<file path="src/rtl/core_boot_loader_pkg.sv">
// Shared types for the boot loader: network packet and memory request layouts,
// boot FSM states and small helpers.
package core_boot_loader_pkg;

  localparam int unsigned rs_imm_size_gp = 6;

  typedef enum logic [2:0] {
    NetNull  = 3'd0,
    NetInstr = 3'd1,
    NetReg   = 3'd2,
    NetPc    = 3'd3,
    NetBar   = 3'd4
  } net_op_e;

  typedef struct packed {
    logic [9:0]  id;
    net_op_e     net_op;
    logic [3:0]  reserved;
    logic [31:0] net_data;
    logic [9:0]  net_addr;
  } net_packet_s;

  typedef struct packed {
    logic        valid;
    logic        wen;
    logic        byte_not_word;
    logic [31:0] write_data;
    logic        yumi;
  } mem_in_s;

  typedef enum logic [2:0] {
    StIdle,
    StLoadD,
    StDEnd,
    StInstr,
    StReg,
    StBar,
    StPc,
    StDone
  } boot_state_e;

  localparam logic [31:0] boot_null_data_gp = 32'hFFFFFFFE;

  // ROM address width; a one-word image still gets a 1-bit address.
  function automatic int unsigned boot_addr_w(input int unsigned n);
    return (n > 1) ? $clog2(n) : 1;
  endfunction

  function automatic net_packet_s boot_make_pkt(input logic [9:0]  id,
                                                input net_op_e     op,
                                                input logic [31:0] data,
                                                input logic [9:0]  addr);
    net_packet_s p;
    p          = '0;
    p.id       = id;
    p.net_op   = op;
    p.net_data = data;
    p.net_addr = addr;
    return p;
  endfunction

endpackage

</file>
<file path="src/rtl/core_boot_loader_stream_ctr.sv">
// Per-image ROM streaming counter: read address, the index of the word whose
// data is currently on the ROM output, and a last-word flag.
module boot_stream_ctr
  import core_boot_loader_pkg::*;
#(
  parameter int unsigned Len = 4,
  localparam int unsigned Aw = boot_addr_w(Len)
) (
  input  logic          clk,
  input  logic          reset,
  input  logic          clr,
  input  logic          adv,
  output logic [Aw-1:0] rd_addr,
  output logic [Aw:0]   idx,
  output logic          last
);

  localparam int unsigned LastInt = Len - 1;
  localparam logic [Aw:0] LastIdx = LastInt[Aw:0];

  logic [Aw:0] rd_q, rd_d;
  logic [Aw:0] idx_q, idx_d;
  logic        unused_rd_msb;

  // Next read address; idx follows one cycle behind to match the ROM latency.
  always_comb begin
    rd_d  = rd_q;
    idx_d = rd_q;
    if (clr) begin
      rd_d  = '0;
      idx_d = '0;
    end else if (adv && (rd_q != LastIdx)) begin
      rd_d = rd_q + 1'b1;
    end
  end

  // Counter registers.
  always_ff @(posedge clk or negedge reset) begin
    if (!reset) begin
      rd_q  <= '0;
      idx_q <= '0;
    end else begin
      rd_q  <= rd_d;
      idx_q <= idx_d;
    end
  end

  assign rd_addr       = rd_q[Aw-1:0];
  assign idx           = idx_q;
  assign last          = (idx_q == LastIdx);
  assign unused_rd_msb = rd_q[Aw];

endmodule

</file>
<file path="src/rtl/core_boot_loader.sv">
// Boot sequencer for one core: writes the data image into data memory, then
// streams instruction, register, barrier-mask, PC and NULL packets to the core.
module core_boot_loader
  import core_boot_loader_pkg::*;
#(
  parameter int unsigned INSTR_WORDS_P = 1024,
  parameter int unsigned DATA_WORDS_P  = 1024,
  parameter int unsigned REG_WORDS_P   = 64,
  parameter logic [9:0]  CORE_ID_P     = 10'd1,
  parameter logic [31:0] BAR_MASK_P    = 32'h2,
  parameter logic [9:0]  BAR_ADDR_P    = 10'd24,
  parameter logic [31:0] START_PC_P    = 32'h5,
  localparam int unsigned InstrAw = boot_addr_w(INSTR_WORDS_P),
  localparam int unsigned DataAw  = boot_addr_w(DATA_WORDS_P),
  localparam int unsigned RegAw   = boot_addr_w(REG_WORDS_P)
) (
  input  logic                        clk,
  input  logic                        reset,
  input  logic                        start_i,
  output logic [InstrAw-1:0]          instr_rom_addr_o,
  input  logic [15:0]                 instr_rom_data_i,
  output logic [DataAw-1:0]           data_rom_addr_o,
  input  logic [31:0]                 data_rom_data_i,
  output logic [RegAw-1:0]            reg_rom_addr_o,
  input  logic [39:0]                 reg_rom_data_i,
  output logic [$bits(mem_in_s)-1:0]  mem_flat_o,
  output logic [31:0]                 mem_addr_o,
  output logic                        mem_sel_o,
  output logic [$bits(net_packet_s)-1:0] net_packet_flat_o,
  output logic                        busy_o,
  output logic                        done_o
);

  boot_state_e state_q, state_d;
  logic        phase_q, phase_d;
  net_packet_s packet_q, packet_d;
  mem_in_s     mem_q, mem_d;
  logic [31:0] mem_addr_q, mem_addr_d;
  logic        mem_sel_q, mem_sel_d;
  logic        busy_q, busy_d;
  logic        done_q, done_d;

  logic              data_clr, data_adv, data_last;
  logic              instr_clr, instr_adv, instr_last;
  logic              reg_clr, reg_adv, reg_last;
  logic [DataAw:0]   data_idx;
  logic [InstrAw:0]  instr_idx;
  logic [RegAw:0]    reg_idx;
  logic              unused_bits;

  boot_stream_ctr #(.Len(DATA_WORDS_P)) u_data_ctr (
    .clk    (clk),
    .reset  (reset),
    .clr    (data_clr),
    .adv    (data_adv),
    .rd_addr(data_rom_addr_o),
    .idx    (data_idx),
    .last   (data_last)
  );

  boot_stream_ctr #(.Len(INSTR_WORDS_P)) u_instr_ctr (
    .clk    (clk),
    .reset  (reset),
    .clr    (instr_clr),
    .adv    (instr_adv),
    .rd_addr(instr_rom_addr_o),
    .idx    (instr_idx),
    .last   (instr_last)
  );

  boot_stream_ctr #(.Len(REG_WORDS_P)) u_reg_ctr (
    .clk    (clk),
    .reset  (reset),
    .clr    (reg_clr),
    .adv    (reg_adv),
    .rd_addr(reg_rom_addr_o),
    .idx    (reg_idx),
    .last   (reg_last)
  );

  // Next-state, counter control and next registered outputs.
  always_comb begin
    state_d    = state_q;
    phase_d    = phase_q;
    packet_d   = '0;
    mem_d      = '0;
    mem_addr_d = '0;
    mem_sel_d  = mem_sel_q;
    busy_d     = 1'b0;
    done_d     = 1'b0;
    data_clr   = 1'b0;
    data_adv   = 1'b0;
    instr_clr  = 1'b0;
    instr_adv  = 1'b0;
    reg_clr    = 1'b0;
    reg_adv    = 1'b0;

    unique case (state_q)
      StIdle: begin
        if (start_i) begin
          state_d = StLoadD;
          phase_d = 1'b0;
          busy_d  = 1'b1;
        end
      end
      StLoadD: begin
        // Phase 0 writes the word on the ROM bus; phase 1 waits for the next read.
        busy_d  = 1'b1;
        phase_d = ~phase_q;
        if (!phase_q) begin
          mem_d.valid         = 1'b1;
          mem_d.yumi          = 1'b1;
          mem_d.wen           = 1'b1;
          mem_d.byte_not_word = 1'b0;
          mem_d.write_data    = data_rom_data_i;
          mem_addr_d          = 32'(data_idx) << 2;
          data_adv            = 1'b1;
        end else if (data_last) begin
          data_clr = 1'b1;
          state_d  = StDEnd;
        end
      end
      StDEnd: begin
        // Hand memory to the core and prefetch the second instruction word.
        busy_d    = 1'b1;
        mem_sel_d = 1'b1;
        instr_adv = 1'b1;
        state_d   = StInstr;
      end
      StInstr: begin
        busy_d    = 1'b1;
        packet_d  = boot_make_pkt(CORE_ID_P, NetInstr, {16'b0, instr_rom_data_i},
                                  10'(instr_idx));
        instr_adv = 1'b1;
        if (instr_last) begin
          instr_clr = 1'b1;
          reg_adv   = 1'b1;
          state_d   = StReg;
        end
      end
      StReg: begin
        busy_d   = 1'b1;
        packet_d = boot_make_pkt(CORE_ID_P, NetReg, reg_rom_data_i[31:0],
                                 {4'b0, reg_rom_data_i[37:32]});
        reg_adv  = 1'b1;
        if (reg_last) begin
          reg_clr = 1'b1;
          state_d = StBar;
        end
      end
      StBar: begin
        busy_d   = 1'b1;
        packet_d = boot_make_pkt(CORE_ID_P, NetBar, BAR_MASK_P, BAR_ADDR_P);
        state_d  = StPc;
      end
      StPc: begin
        busy_d   = 1'b1;
        packet_d = boot_make_pkt(CORE_ID_P, NetPc, START_PC_P, 10'd0);
        state_d  = StDone;
      end
      StDone: begin
        if (start_i) begin
          state_d   = StLoadD;
          phase_d   = 1'b0;
          mem_sel_d = 1'b0;
          busy_d    = 1'b1;
        end else begin
          done_d   = 1'b1;
          packet_d = boot_make_pkt(CORE_ID_P, NetNull, boot_null_data_gp, BAR_ADDR_P);
        end
      end
    endcase
  end

  // State and output registers.
  always_ff @(posedge clk or negedge reset) begin
    if (!reset) begin
      state_q    <= StIdle;
      phase_q    <= 1'b0;
      packet_q   <= '0;
      mem_q      <= '0;
      mem_addr_q <= '0;
      mem_sel_q  <= 1'b0;
      busy_q     <= 1'b0;
      done_q     <= 1'b0;
    end else begin
      state_q    <= state_d;
      phase_q    <= phase_d;
      packet_q   <= packet_d;
      mem_q      <= mem_d;
      mem_addr_q <= mem_addr_d;
      mem_sel_q  <= mem_sel_d;
      busy_q     <= busy_d;
      done_q     <= done_d;
    end
  end

  assign net_packet_flat_o = packet_q;
  assign mem_flat_o        = mem_q;
  assign mem_addr_o        = mem_addr_q;
  assign mem_sel_o         = mem_sel_q;
  assign busy_o            = busy_q;
  assign done_o            = done_q;

  // Register index comes from the ROM entry itself, not the stream position.
  assign unused_bits = ^{reg_idx, reg_rom_data_i[39:38]};

endmodule

</file>
<file path="config.mk">
export PLATFORM = sky130hd
export DESIGN_NAME = core_boot_loader
export DESIGN_NICKNAME = d
export VERILOG_FILES = /design/src/rtl/core_boot_loader_pkg.sv /design/src/rtl/core_boot_loader_stream_ctr.sv /design/src/rtl/core_boot_loader.sv
export SDC_FILE = /design/constraint.sdc
export NUM_CORES = 1
export LEC_CHECK = 0
export ABC_AREA = 0
export ABC_CLOCK_PERIOD_IN_PS = 3570
export BUFFER_PORTS_ARGS = -buffer_cell sky130_fd_sc_hd__buf_2
export CORE_AREA = 2 2 114 116
export CTS_BUF_LIST = sky130_fd_sc_hd__clkbuf_8 sky130_fd_sc_hd__clkbuf_16
export CTS_CLUSTER_DIAMETER = 40
export DETAILED_ROUTE_END_ITERATION = 6
export DIE_AREA = 0 0 116 118
export PLACE_DENSITY_LB_ADDON = 0.08
export REMOVE_ABC_BUFFERS = 1
export SLEW_MARGIN = 20
export SYNTH_ARGS = -nofsm -noshare
export SYNTH_HDL_FRONTEND = slang
export SYNTH_SLANG_ARGS = --single-unit
</file>
<file path="constraint.sdc">
create_clock -name clk -period 3.57 [get_ports clk]
set_clock_uncertainty 0.05 [all_clocks]
set_input_delay 0.714 -clock clk [delete_from_list [all_inputs] [get_ports clk]]
set_output_delay 0.714 -clock clk [all_outputs]
set_load 0.05 [all_outputs]
</file>
-- Yosys cells after proc, flatten, opt, wreduce, memory -nomap -nowiden
Cells that the tools add are included.
- add/subtract/negate cells: 3
- equal/unequal tests: 19
- multiplexer cells: 39
- bitwise operators: 1
- reductions and logical operators: 15
- operators with widths (kind ; number):
    $pmux W50 S5 ; 1
    $mux W36 ; 2
    $mux W11 ; 6
    $mux W50 ; 1
    $mux W13 ; 2
    $add A11 B1 Y11 const B ; 2
    $eq A11 B10 Y1 const B ; 2
    $ne A11 B10 Y1 const B ; 2
    $mux W7 ; 3
    $pmux W3 S7 ; 1
    $mux W3 ; 5
    $mux W1 ; 14
    $eq A3 B3 Y1 const B ; 4
    $ne A2 B2 Y1 const B ; 5
    $reduce_bool A2 Y1 ; 5
    $pmux W1 S2 ; 4
    $add A7 B1 Y7 const B ; 1
    $eq A7 B6 Y1 const B ; 1
    $ne A7 B6 Y1 const B ; 1
    $eq A3 B2 Y1 const B ; 2
    $reduce_or A6 Y1 ; 1
    $reduce_and A5 Y1 ; 1
    $reduce_and A2 Y1 ; 2
    $reduce_or A2 Y1 ; 2
    5 further kinds ; 7
- bits in registers: 192
- input bits: 91
- output and inout bits: 156
- logic and storage cells: 99

-- Depth between registers and ports, before layout
- depth in word-level cells: 6
- gate-level depth with buffers: 9
- mapped depth without buffers: 6

-- Modules after synthesis
Synthesis repeated with hierarchy kept, for this count alone.
- cells, all modules: 553
- area total of the unflattened synthesis: 6553.8 um^2
- by module, submodules not included (module ; instances ; cells each ; area each (um^2) ; sequential area each (um^2)):
    core_boot_loader ; 1 ; 297 ; 3821.2 ; 2427.3
    boot_stream_ctr at u_data_ctr ... ; 2 ; 98 ; 1038.5 ; 550.5
    boot_stream_ctr at u_reg_ctr ; 1 ; 60 ; 655.6 ; 350.3

-- Worst setup path before layout
Ideal clock, no wire load.
- path type: reg-to-reg
- start: reg state_q[1]
- end: reg u_reg_ctr.rd_q[3]
- setup time: 0.125 ns
- data arrival time: 1.887 ns
- data required time: 3.395 ns
- setup slack: 1.509 ns
- stages on the path, launching flop included: 6
- path buffers: 0
- period minus slack after synthesis: 2.061 ns
- path through: dfrtp_1 ha_1 nand2b_4 or4_4 a211oi_1 mux2_2
- longest elaborated chain between the ends: 4
- elaborated cells on any way between the ends: 7
- classes of those cells: eq/ne: 2; mux: 3; reduce/logical: 2
- ends and longest elaborated chain (item ; line ; RTL):
    start: declaration ; core_boot_loader.sv:34 ; boot_state_e state_q, state_d;
    start signal: assignment ; core_boot_loader.sv:178 ; state_q <= StIdle;
    start signal: assignment ; core_boot_loader.sv:187 ; state_q <= state_d;
    $eq A3 B3 Y1 or $eq A3 B2 Y1 (tied branches) ; core_boot_loader.sv:98 ; unique case (state_q)
    $pmux W1 S2 ; core_boot_loader.sv:98 ;
    $logic_and A1 B1 Y1 ; core_boot_loader_stream_ctr.sv:32 ; end else if (adv && (rd_q != LastIdx)) begin
    $reduce_bool A2 Y1 (no line) ; -- ;
    end signal: assignment ; core_boot_loader_stream_ctr.sv:43 ; rd_q <= rd_d;
    end: declaration ; core_boot_loader_stream_ctr.sv:21 ; logic [Aw:0] rd_q, rd_d;
Several ways; a longest one is shown, not always the timed one.
A chain may end at the register's enable or synchronous reset.

-- Worst setup path after layout
Ends and elaborated chain as after synthesis.

==> flow_metrics.tcl <==
set metrics [dict create \
    hold_viol 0 \
    yosysWarnings 0 \
    cts_root_buf "clkbuf_16" \
    numCtsBuffers 17 \
    viasPerCell 4.89 \
    gp_congestion 0.842 \
    grt_pass1_wl_mm 22.5 \
    async_flop_share_pct 100 \
    critPathMaxFanout 14 \
    final_area_sq_um 7980 \
    reg2reg_to "u_reg_ctr.rd_q[3]" \
    dr_total_vias 4553 \
    critical_path.startpoint "state_q[1]" \
    path_cells "ha_1, nand2b_4, or4_4, a211oi_1, mux2_2" \
    end_kind "register" \
    power.density_nw_per_um2 463 \
    status "completed" \
    synth_edf_count 0 \
    crit_slowest_cell "or4_4" \
    antenna_left 0 \
    port_buffers 209 \
    start_util_pct 52.3 \
    crit_type "register to register" \
    place_area_sq_um 7390 \
    cp_data_arrival_time_ns 2.59 \
    worstHoldPathType "primary input to async pin" \
    routed_wl_mm 14.2 \
    die_w_um 116 \
    syn_avg_cell_area_sq_um 11.6 \
    fin_ws_ns 1.23 \
    coreArea_sq_um 12400 \
    grt_overflow 0 \
    die-area_sq_um 13700 \
    placementRows 41 \
    cts_resized 0 \
    period_minus_slack_ns 2.34 \
    tightest_slew_ns 0.773 \
    insertion_delay_ns 0.42 \
    cts_setup_buffers 0 \
    cts_sinks 155 \
    firstDrtPassIters 4 \
    gr-usage-all-layers_pct 21.4 \
    synth_area_sq_um 6490 \
    r2r_cells 5 \
    leakage_nw 4.49 \
    clock.fmax_ghz 0.427 \
    cp_top_family "simple AND/OR/NAND/NOR gates" \
    cp-endpoint "u_reg_ctr.rd_q[3]" \
    synth_seq_area_share_pct 59.8 \
    area_growth_pct 22.9 \
    finalNetCount 845 \
    drive_gt1_share_pct 35.6 \
    cts_hold_buf 0 \
    route.detailed.drc 0 \
    die_h_um 118 \
    cp-start-kind "register" \
    slew_headroom_pct 48.0 \
    synth_top_cells_by_area "dfrtp_1 60%, buf_4 7.3%, and2_1 5.8%" \
    path_buf_inv 0 \
    vdd_drop_max_mv 0.271 \
    clock_path_buffers 2 \
    clk_pin_slew_ns 0.06 \
    ff2ff_setup_slack_ns 1.23 \
    synthFlopType "dfrtp_1" \
    cts_tree "built" \
    h-tree-depth 4 \
    ioPinCount 247 \
    timing.rr.start "state_q[1]" \
    synth_top_area_share_pct 59.8 \
    period_share_pct 65.5 \
    yosys_register_bits 155 \
    dp_worst_setup_slack_ns 1.25 \
    path_depth 5 \
    drt_iter0_markers 333 \
    wire_per_inst_um 15.2 \
    total_power_mw 3.70 \
    critPathRequiredTime_ns 3.82 \
    slew_viol_final 0 \
    grt_antenna_before_repair 2 \
    hpwlAfterDp_mm 10.2 \
    synth.distinct_cells 55 \
    setup_violations 0 \
    cpPeakStageDelay_ns 0.65 \
    grt_start_max_net_pins 75 \
    rsz0062_at_grt "no" \
    syn_inst 561 \
    yosys.area.top_type "dfrtp_1" \
    cap_violations 0 \
    grt_pass1_vias 4403 \
]
[metal layers]
layer / part of all wire, % / track usage (%)
met2: 50 / 34.4
met4: 1.3 / 8.56
met5: 0 / 0
met3: 8.2 / 7.00
met1: 41 / 26.6
[cells by family (layout without fill, tap and decap cells)]
family	Yosys count	in the layout	synth area share [%]
buffers and inverters	101	265	9.81
other	1	36	0.0578
adders and majority gates	7	7	1.35
DFF	155	155	59.8
AOI/OAI and AO/OA	69	69	8.81
xor gates and xnor gates	4	4	0.540
and+or+nand+nor	209	209	17.1
muxes	15	15	2.56
[flip-flops by register name, indices dropped and copies added, names as in the netlist]
register and flops:
net_packet_flat_o 46, done_o 1, busy_o 1, phase_q 1, mem_sel_o 1, mem_flat_o 33
u_instr_ctr.idx 11, u_data_ctr.idx 11, u_reg_ctr.idx 7, mem_addr_o 11, u_reg_ctr.rd_q 7, u_data_ctr.rd_q 11
state_q 3, u_instr_ctr.rd_q 11
[placed cells by master, fill, tap and decap left out, types with 11 or more instances in the layout]
| cell type | n |
|---|---|
| mux2_2 | 13 |
| nand4_1 | 11 |
| nor2b_1 | 13 |
| nor2_1 | 35 |
| and2_1 | 60 |
| clkbuf_16 | 17 |
| buf_2 | 208 |
| inv_1 | 17 |
| a221o_1 | 16 |
| conb_1 | 35 |
| nand2_1 | 53 |
| dfrtp_1 | 155 |
[cell type report]
| class | instances | area (sq um) |
|---|---|---|
| antenna | 1 | 2.50 |
| clock buffer | 22 | 494 |
| clock inverter | 9 | 95.1 |
| fill | 1026 | 4430 |
| inverter | 15 | 56.3 |
| multi-input combinational | 339 | 2110 |
| sequential | 155 | 3880 |
| tap | 172 | 215 |
| timing repair buffer | 219 | 1130 |
[synth_stat cells, types with 2 or more instances]
cell	number
a22o_1	5
or3_1	2
o2111ai_1	3
nor2b_1	14
inv_1	15
nand3_1	8
o31ai_1	3
buf_4	63
nand4_1	11
xnor2_1	3
nor4_1	4
mux2i_1	2
nand4b_1	4
o21a_1	3
nor2_1	35
a211oi_1	6
nor3_1	5
buf_2	5
nand2_1	53
buf_6	2
clkbuf_1	15
a21oi_1	9
dfrtp_1	155
ha_1	7
nand2b_1	3
o21ai_0	6
a221o_1	16
and2_1	60
a221oi_1	2
and3_1	2
and4_1	2
a21o_1	3
mux2_2	13
[power breakdown]
part,internal (mW),leakage (nW),switching (mW),total (mW)
combinational,0.0450,2.04,0.131,0.176
clock,1.11,0.300,0.654,1.76
sequential,1.76,2.14,0,1.76
[worst min-delay path by stage]
| stage | depth (start not counted) | endpoint | slack, ns |
|---|---|---|---|
| final | 1 | u_data_ctr.rd_q[7] | 0.24 |
| after global routing | 1 | u_data_ctr.rd_q[7] | 0.29 |
| after CTS | 1 | u_data_ctr.rd_q[7] | 0.27 |
| after detailed placement | 1 | mem_addr_o[12] | 0.41 |
| after global placement | 1 | mem_addr_o[11] | 0.41 |
| after floorplan | 0 | busy_o | 0.37 |
[stage by stage]
step / cells / hold slack (ns) / utilization (%) / TNS [ns]
2_1_floorplan: 509 / 0.368 / - / -0.592
3_5_place_dp: 900 / 0.408 / 59.5 / 0
5_1_grt: 932 / 0.292 / 64.3 / 0
6_report: 932 / 0.242 / 64.3 / 0
3_3_place_gp: 900 / 0.410 / 59.5 / 0
4_1_cts: 931 / 0.270 / 64.3 / 0
Power figures use the tool's default switching activity.
